File: src/rtl/sw_debounce_pkg.sv
// Shared helpers for the switch debouncer: width calculation for counters
// whose range may collapse to a single value.
package sw_debounce_pkg;

    // Bits needed to hold 0..n-1, never less than one so that a
    // degenerate range (n == 1) still yields a legal vector.
    function automatic int clog2_min1(input int n);
        int w;
        w = $clog2(n);
        return (w < 1) ? 1 : w;
    endfunction

endpackage

File: src/rtl/sw_debounce_bit.sv
// One debounce channel: stability counter, accepted level and edge pulses.
// The input is already synchronised; the counter only advances on prescaler
// ticks and is cleared on any cycle where the input agrees with the output.
module sw_debounce_bit
    import sw_debounce_pkg::*;
#(
    parameter int   DEBOUNCE_TICKS = 10,
    parameter logic RESET_BIT      = 1'b0
) (
    input  logic clk,
    input  logic reset,
    input  logic i_tick,
    input  logic i_sync,
    output logic o_clean,
    output logic o_rise,
    output logic o_fall,
    output logic o_accept
);

    localparam int            CW   = clog2_min1(DEBOUNCE_TICKS);
    localparam logic [CW-1:0] LAST = CW'(DEBOUNCE_TICKS - 1);

    logic [CW-1:0] r_cnt;
    logic          r_clean;
    logic          r_rise;
    logic          r_fall;

    logic w_diff;
    logic w_accept;

    // Disagreement with the accepted level; acceptance on the final tick.
    always_comb begin
        w_diff   = i_sync ^ r_clean;
        w_accept = w_diff & i_tick & (r_cnt == LAST);
    end

    // Counter, accepted level and one-cycle pulses. The counter saturates at
    // LAST by construction: reaching it with a tick always accepts and clears.
    always_ff @(posedge clk) begin
        if (reset) begin
            r_cnt   <= '0;
            r_clean <= RESET_BIT;
            r_rise  <= 1'b0;
            r_fall  <= 1'b0;
        end else begin
            r_rise <= w_accept &  i_sync;
            r_fall <= w_accept & ~i_sync;
            if (!w_diff) begin
                r_cnt <= '0;
            end else if (i_tick) begin
                if (r_cnt == LAST) begin
                    r_clean <= i_sync;
                    r_cnt   <= '0;
                end else begin
                    r_cnt <= r_cnt + 1'b1;
                end
            end
        end
    end

    assign o_clean  = r_clean;
    assign o_rise   = r_rise;
    assign o_fall   = r_fall;
    assign o_accept = w_accept;

endmodule

File: src/rtl/sw_debounce.sv
// Multi-channel switch/button debouncer. Two-flop synchroniser per channel,
// one shared tick prescaler, and an array of per-channel debounce cells.
// clean_out feeds a PIO edge-capture input, so each physical transition must
// produce exactly one level change here.
module sw_debounce
    import sw_debounce_pkg::*;
#(
    parameter int               WIDTH          = 8,
    parameter int               TICK_DIV       = 50000,
    parameter int               DEBOUNCE_TICKS = 10,
    parameter logic [WIDTH-1:0] RESET_VAL      = '0
) (
    input  logic             clk,
    input  logic             reset,
    input  logic [WIDTH-1:0] raw_in,
    output logic [WIDTH-1:0] clean_out,
    output logic [WIDTH-1:0] rise_pulse,
    output logic [WIDTH-1:0] fall_pulse,
    output logic             any_change
);

    localparam int            PW     = clog2_min1(TICK_DIV);
    localparam logic [PW-1:0] P_LAST = PW'(TICK_DIV - 1);

    logic [WIDTH-1:0] r_s1;
    logic [WIDTH-1:0] r_s2;
    logic [PW-1:0]    r_pcnt;
    logic             r_any;

    logic             w_tick;
    logic [WIDTH-1:0] w_accept;

    // Two-flop synchroniser for the asynchronous switch levels.
    always_ff @(posedge clk) begin
        if (reset) begin
            r_s1 <= RESET_VAL;
            r_s2 <= RESET_VAL;
        end else begin
            r_s1 <= raw_in;
            r_s2 <= r_s1;
        end
    end

    // Tick fires on the last count; with TICK_DIV == 1 it is always high.
    always_comb begin
        w_tick = (r_pcnt == P_LAST);
    end

    // Free-running prescaler, wraps to zero on the tick cycle.
    always_ff @(posedge clk) begin
        if (reset) begin
            r_pcnt <= '0;
        end else if (w_tick) begin
            r_pcnt <= '0;
        end else begin
            r_pcnt <= r_pcnt + 1'b1;
        end
    end

    for (genvar i = 0; i < WIDTH; i++) begin : g_ch
        sw_debounce_bit #(
            .DEBOUNCE_TICKS (DEBOUNCE_TICKS),
            .RESET_BIT      (RESET_VAL[i])
        ) u_bit (
            .clk      (clk),
            .reset    (reset),
            .i_tick   (w_tick),
            .i_sync   (r_s2[i]),
            .o_clean  (clean_out[i]),
            .o_rise   (rise_pulse[i]),
            .o_fall   (fall_pulse[i]),
            .o_accept (w_accept[i])
        );
    end

    // Registered from the acceptance strobes so it lines up with the pulses.
    always_ff @(posedge clk) begin
        if (reset) begin
            r_any <= 1'b0;
        end else begin
            r_any <= |w_accept;
        end
    end

    assign any_change = r_any;

endmodule
File: config.mk
export PLATFORM = sky130hd
export DESIGN_NAME = sw_debounce
export DESIGN_NICKNAME = d
export VERILOG_FILES = /design/src/rtl/sw_debounce_pkg.sv /design/src/rtl/sw_debounce_bit.sv /design/src/rtl/sw_debounce.sv
export SDC_FILE = /design/constraint.sdc
export NUM_CORES = 1
export LEC_CHECK = 0
export ABC_AREA = 0
export BUFFER_PORTS_ARGS = -buffer_cell sky130_fd_sc_hd__buf_2
export CAP_MARGIN = 15
export CORE_MARGIN = 2
export CORE_UTILIZATION = 50
export CTS_BUF_LIST = sky130_fd_sc_hd__clkbuf_8 sky130_fd_sc_hd__clkbuf_16
export DETAILED_ROUTE_END_ITERATION = 8
export GPL_ROUTABILITY_DRIVEN = 0
export PLACE_DENSITY_LB_ADDON = 0.08
export SLEW_MARGIN = 20
export SYNTH_ARGS = -nofsm -noshare
export SYNTH_HDL_FRONTEND = slang
export SYNTH_SLANG_ARGS = --single-unit
File: constraint.sdc
create_clock -name clk -period 2.4 [get_ports clk]
set_input_delay 0.12 -clock clk [delete_from_list [all_inputs] [get_ports clk]]
set_output_delay 0.12 -clock clk [all_outputs]
set_load 0.05 [all_outputs]
# After elaboration in Yosys (flattened, before gate mapping)
# Cells that the tools add are included.
# totals
register_bits,89
out_inout_bits,25
# op_classes
add_sub_neg,9
eq_ne,9
muxes,8
bitwise,56
n_reduce_logical,18
# ops
op,n
4-bit by 1-bit adder with 4-bit output (second input constant),8
1-bit bitwise AND,32
4-bit equality test (second input constant),8
4-bit 2-to-1 mux,8
3-bit AND reduction,8
2-bit OR reduction,9
16-bit by 1-bit adder with 16-bit output (second input constant),1
16-bit equality test (second input constant),1
1-bit inverter,16
8-bit OR reduction,1
1-bit XOR,8

# Logic depth before layout (Yosys ltp)
# depth
depth_word,4
depth_mapped,7

# Cells and area by module
# From an unflattened synthesis, not the netlist that was laid out.
# unflattened
hier_cells,373
area_unflattened_um2,3654.8
# by_module_without_submodules
mod,n_inst,cells_per_inst,area_per_inst_um2,seq_area_each_um2
sw_debounce_bit,8,32,310.3,140.1
sw_debounce,1,117,1172.4,660.6

# Least setup slack after synthesis
# Ideal clock, no wire load.
# synth_path
kind,reg-to-reg
startpoint,register r_pcnt[0]
endpoint,register g_ch[1].u_bit.r_cnt[1]
setup_ps,70
arrival_ps,1674
setup_slack_ps,656
path_stages_with_launch,7
path_cell_list,dfxtp_1 ha_1 and3_1 nand4_4 buf_6 or4_1 a21oi_1
# synth_between
elab_chain_len,1
# synth_lines
element,line_no,source
"start, declared",sw_debounce.sv:27,logic [PW-1:0] r_pcnt;
"start signal, assigned",sw_debounce.sv:56,r_pcnt <= r_pcnt + 1'b1;
16-bit equality test,sw_debounce.sv:46,w_tick = (r_pcnt == P_LAST);
"end signal, assigned",sw_debounce_bit.sv:55,r_cnt <= r_cnt + 1'b1;
"end, declared",sw_debounce_bit.sv:23,logic [CW-1:0] r_cnt;
# Every way passes these cells.
# A chain may end at the register's enable or synchronous reset.

# Final worst setup path
# layout_path
startpoint,register r_pcnt[0]
endpoint,register g_ch[7].u_bit.r_fall
# layout_between
elab_chain_len,4
# layout_lines
element,line_no,source
16-bit equality test,sw_debounce.sv:46,
1-bit bitwise AND (2 in a row),sw_debounce_bit.sv:34,w_accept = w_diff & i_tick & (r_cnt == LAST);
1-bit bitwise AND,sw_debounce_bit.sv:47,r_fall <= w_accept & ~i_sync;
"end signal, assigned",sw_debounce_bit.sv:47,
"end, declared",sw_debounce_bit.sv:26,logic r_fall;
# Every way passes these cells.

==> flow_summary.ini <==
[critical_path]
slowest_delay_ps = 380
path_delay_family = simple AND/OR/NAND/NOR gates
cp_cell_sequence = ha_1, and3_1, and4_2, nand2b_1, nor3_1
worstSetupEndpointType = flip-flop
critical_path_required_ps = 2670
crit_arrival_ps = 2240
crit_type = flip-flop to flip-flop
startpoint_type = flip-flop
cp_num_buf_inv = 0
cpMaxStageDelayCell = and4_2
worstPathMaxFanout = 11

[detailed_routing]
final_antenna_net_count = 0
wl_met1_um = 3650
highest_layer = met4
drtIter0Drc = 130
vias_per_cell = 5.29
wl_met2_um = 3290
drc = 0
wl_um = 7260
routed-wl-met3_um = 200
wl_per_cell_um = 13.3
via_count = 2885
firstDrtPassIters = 4

[floorplan]
io-pin-count = 35
rows = 32
die_x_um = 91.8
die_h_um = 91.8
start_util_pct = 50.7
core_area_um2 = 7610
die_area_um2 = 8430

[yosys]
postSynthAreaPerCell_um2 = 9.03
syn-cell-area_um2 = 3850
async_reset_ff_share_pct = 0
post-synth-top-count-cell = dfxtp_1
synth_edf_count = 0
synth_top_area_cell = dfxtp_1
ys.flop_type = dfxtp_1
synth_cells = 427
synth_cell_type_count = 31
syn_nets = 438
synth_top_area_share_pct = 46.2
yosys-top-cells-area = dfxtp_1, a21oi_1, buf_4
ys_ff_latch = 89
synth_common_cells = dfxtp_1, a21oi_1, nand2_1, buf_4, nor2b_1
ys_seq_area_share_pct = 46.2
ys_warn_count = 0

[global_routing]
grt_pass1_wl_um = 12000
antenna_found_initial = 0
grt_pass1_vias = 2625
grt_use_total_pct = 17.7
grt_max_degree = 34
grt-ovfl-total = 0

[worst_hold_path]
hold_class = primary input to flip-flop

[placement]
port_buffers = 34
hpwl_um = 4930

[clock_tree]
cts_root_buf = clkbuf_8
cts_tree = built
h-tree-depth = 3
post-cts-setup-buffer-count = 0
clock-sinks = 89
cts_buffer_depth = 2
path_clk_slew_ps = 80
insertion_delay_ps = 350
cts_buffers = 9

[cells_and_area]
drive_above_1_share_pct = 14.7
area_growth_pct = 9.25
final_util_pct = 55.3
nets = 449
diodes = 0

[timing]
slew_headroom_pct = 62.5
min_period_ps = 1970
fin_worst_skew_ps = 7.12
rsz0062_at_grt = false
period_share_pct = 82.1
fmax_mhz = 508
tns_ps = 0
setup_viol = 0
drv_slew = 0
hold_viol = 0
worstMarginPinSlew_ps = 562

[flow_run]
cap_viol_max_count = 0

[power_and_ir_drop]
p_leak_nw = 1.56
ir_drop_mv = 0.408
p_per_area_nw_per_um2 = 638

[outcome]
status = complete, no violations
==> per-layer routing <==
layer	vias to the layer above	track usage, %
met4	0	6.34
met2	31	28.7
met3	12	4.77
met5	-	0
met1	1356	22.7
li1	1486	-
==> worst reg2reg max path, cell delays in order, from the launching register on <==
cell	delay, ps
dfxtp_1	370
ha_1	210
and3_1	290
and4_2	380
nand2b_1	350
nor3_1	290
==> state kept, by name, indices dropped and copies added, names as in the netlist <==
register,count
r_s2,8
g_ch.u_bit.o_clean,8
g_ch.u_bit.o_rise,8
r_s1,8
g_ch.u_bit.o_fall,8
r_pcnt,16
g_ch.u_bit.r_cnt,32
any_change,1
==> what timing repair did <==
| item | in CTS | in global routing |
|---|---|---|
| hold buffers | 8 | 0 |
| hold endpoints to repair | 8 | 0 |
| resized for setup | 0 | 0 |
==> cell type report <==
cell class / count / area (µm²)
fill: 691 / 3400
clock inverter: 6 / 82.6
multi-input combinational: 270 / 1710
sequential: 89 / 1780
clock buffer: 10 / 138
inverter: 22 / 82.6
tap: 102 / 128
timing repair buffer: 46 / 293
==> through the flow <==
| stage | instances | worst slack [ps] | cell area [µm²] | hold slack, ps | total power, mW |
|---|---|---|---|---|---|
| 2_1_floorplan | 427 | 656 | 3850 | 248 | 1.57 |
| 3_3_place_gp | 521 | 504 | 3910 | 326 | 1.59 |
| 3_5_place_dp | 521 | 433 | 3910 | 335 | 1.59 |
| 4_1_cts | 545 | 408 | 4210 | 117 | 2.71 |
| 5_1_grt | 545 | 257 | 4210 | 122 | 2.78 |
| 6_report | 545 | 431 | 4210 | 126 | 2.68 |
==> power breakdown <==
part / total (mW) / internal (mW) / switching, mW
registers: 1.50 / 1.49 / 0.0110
clock network: 1.12 / 0.610 / 0.512
logic: 0.0606 / 0.0303 / 0.0303
total: 2.68 / 2.13 / 0.553
==> cell families after synthesis <==
| kind of cell | count (synthesis) | synth area share, % |
|---|---|---|
| adder cells (fa/ha/maj) | 1 | 0.325 |
| XOR/XNOR | 30 | 6.82 |
| flip-flops | 89 | 46.2 |
| buffers and inverters | 68 | 9.51 |
| AO/OA/AOI/OAI | 73 | 10.9 |
| AND/OR/NAND/NOR | 166 | 26.2 |
==> path summary, 6_finish.rpt <==
| kind | from | to | slack [ps] | depth (start not counted) |
|---|---|---|---|---|
| worst max register to register | r_pcnt[0]$_SDFF_PP0_ | g_ch[7].u_bit.o_fall$_SDFF_PP0_ | 430 | 5 |
| worst min-delay path | reset | r_s2[7]$_SDFF_PP0_ | 130 | 2 |
| worst min register to register | r_s1[7]$_SDFF_PP0_ | r_s2[7]$_SDFF_PP0_ | 440 | 1 |
| worst max-delay path | r_pcnt[0]$_SDFF_PP0_ | g_ch[7].u_bit.o_fall$_SDFF_PP0_ | 430 | 5 |
==> cells in the final DEF, fill, tap and decap left out, types with 3 or more instances in the layout <==
master / count
dlygate4sd3_1: 8
clkbuf_8: 10
nor2b_1: 24
xnor2_1: 12
nor2_1: 21
and3_1: 7
and4b_1: 7
a31o_2: 8
nand4_1: 12
dfxtp_1: 89
buf_4: 3
inv_1: 23
nand3_1: 12
nand4b_1: 8
nand2b_1: 10
or4_1: 16
a21oi_1: 40
o31ai_1: 8
o21ai_0: 16
nor3_1: 14
nor4_1: 4
xor2_1: 18
nand2_1: 25
buf_2: 34
Note: power is estimated with default switching activity, not from simulation.
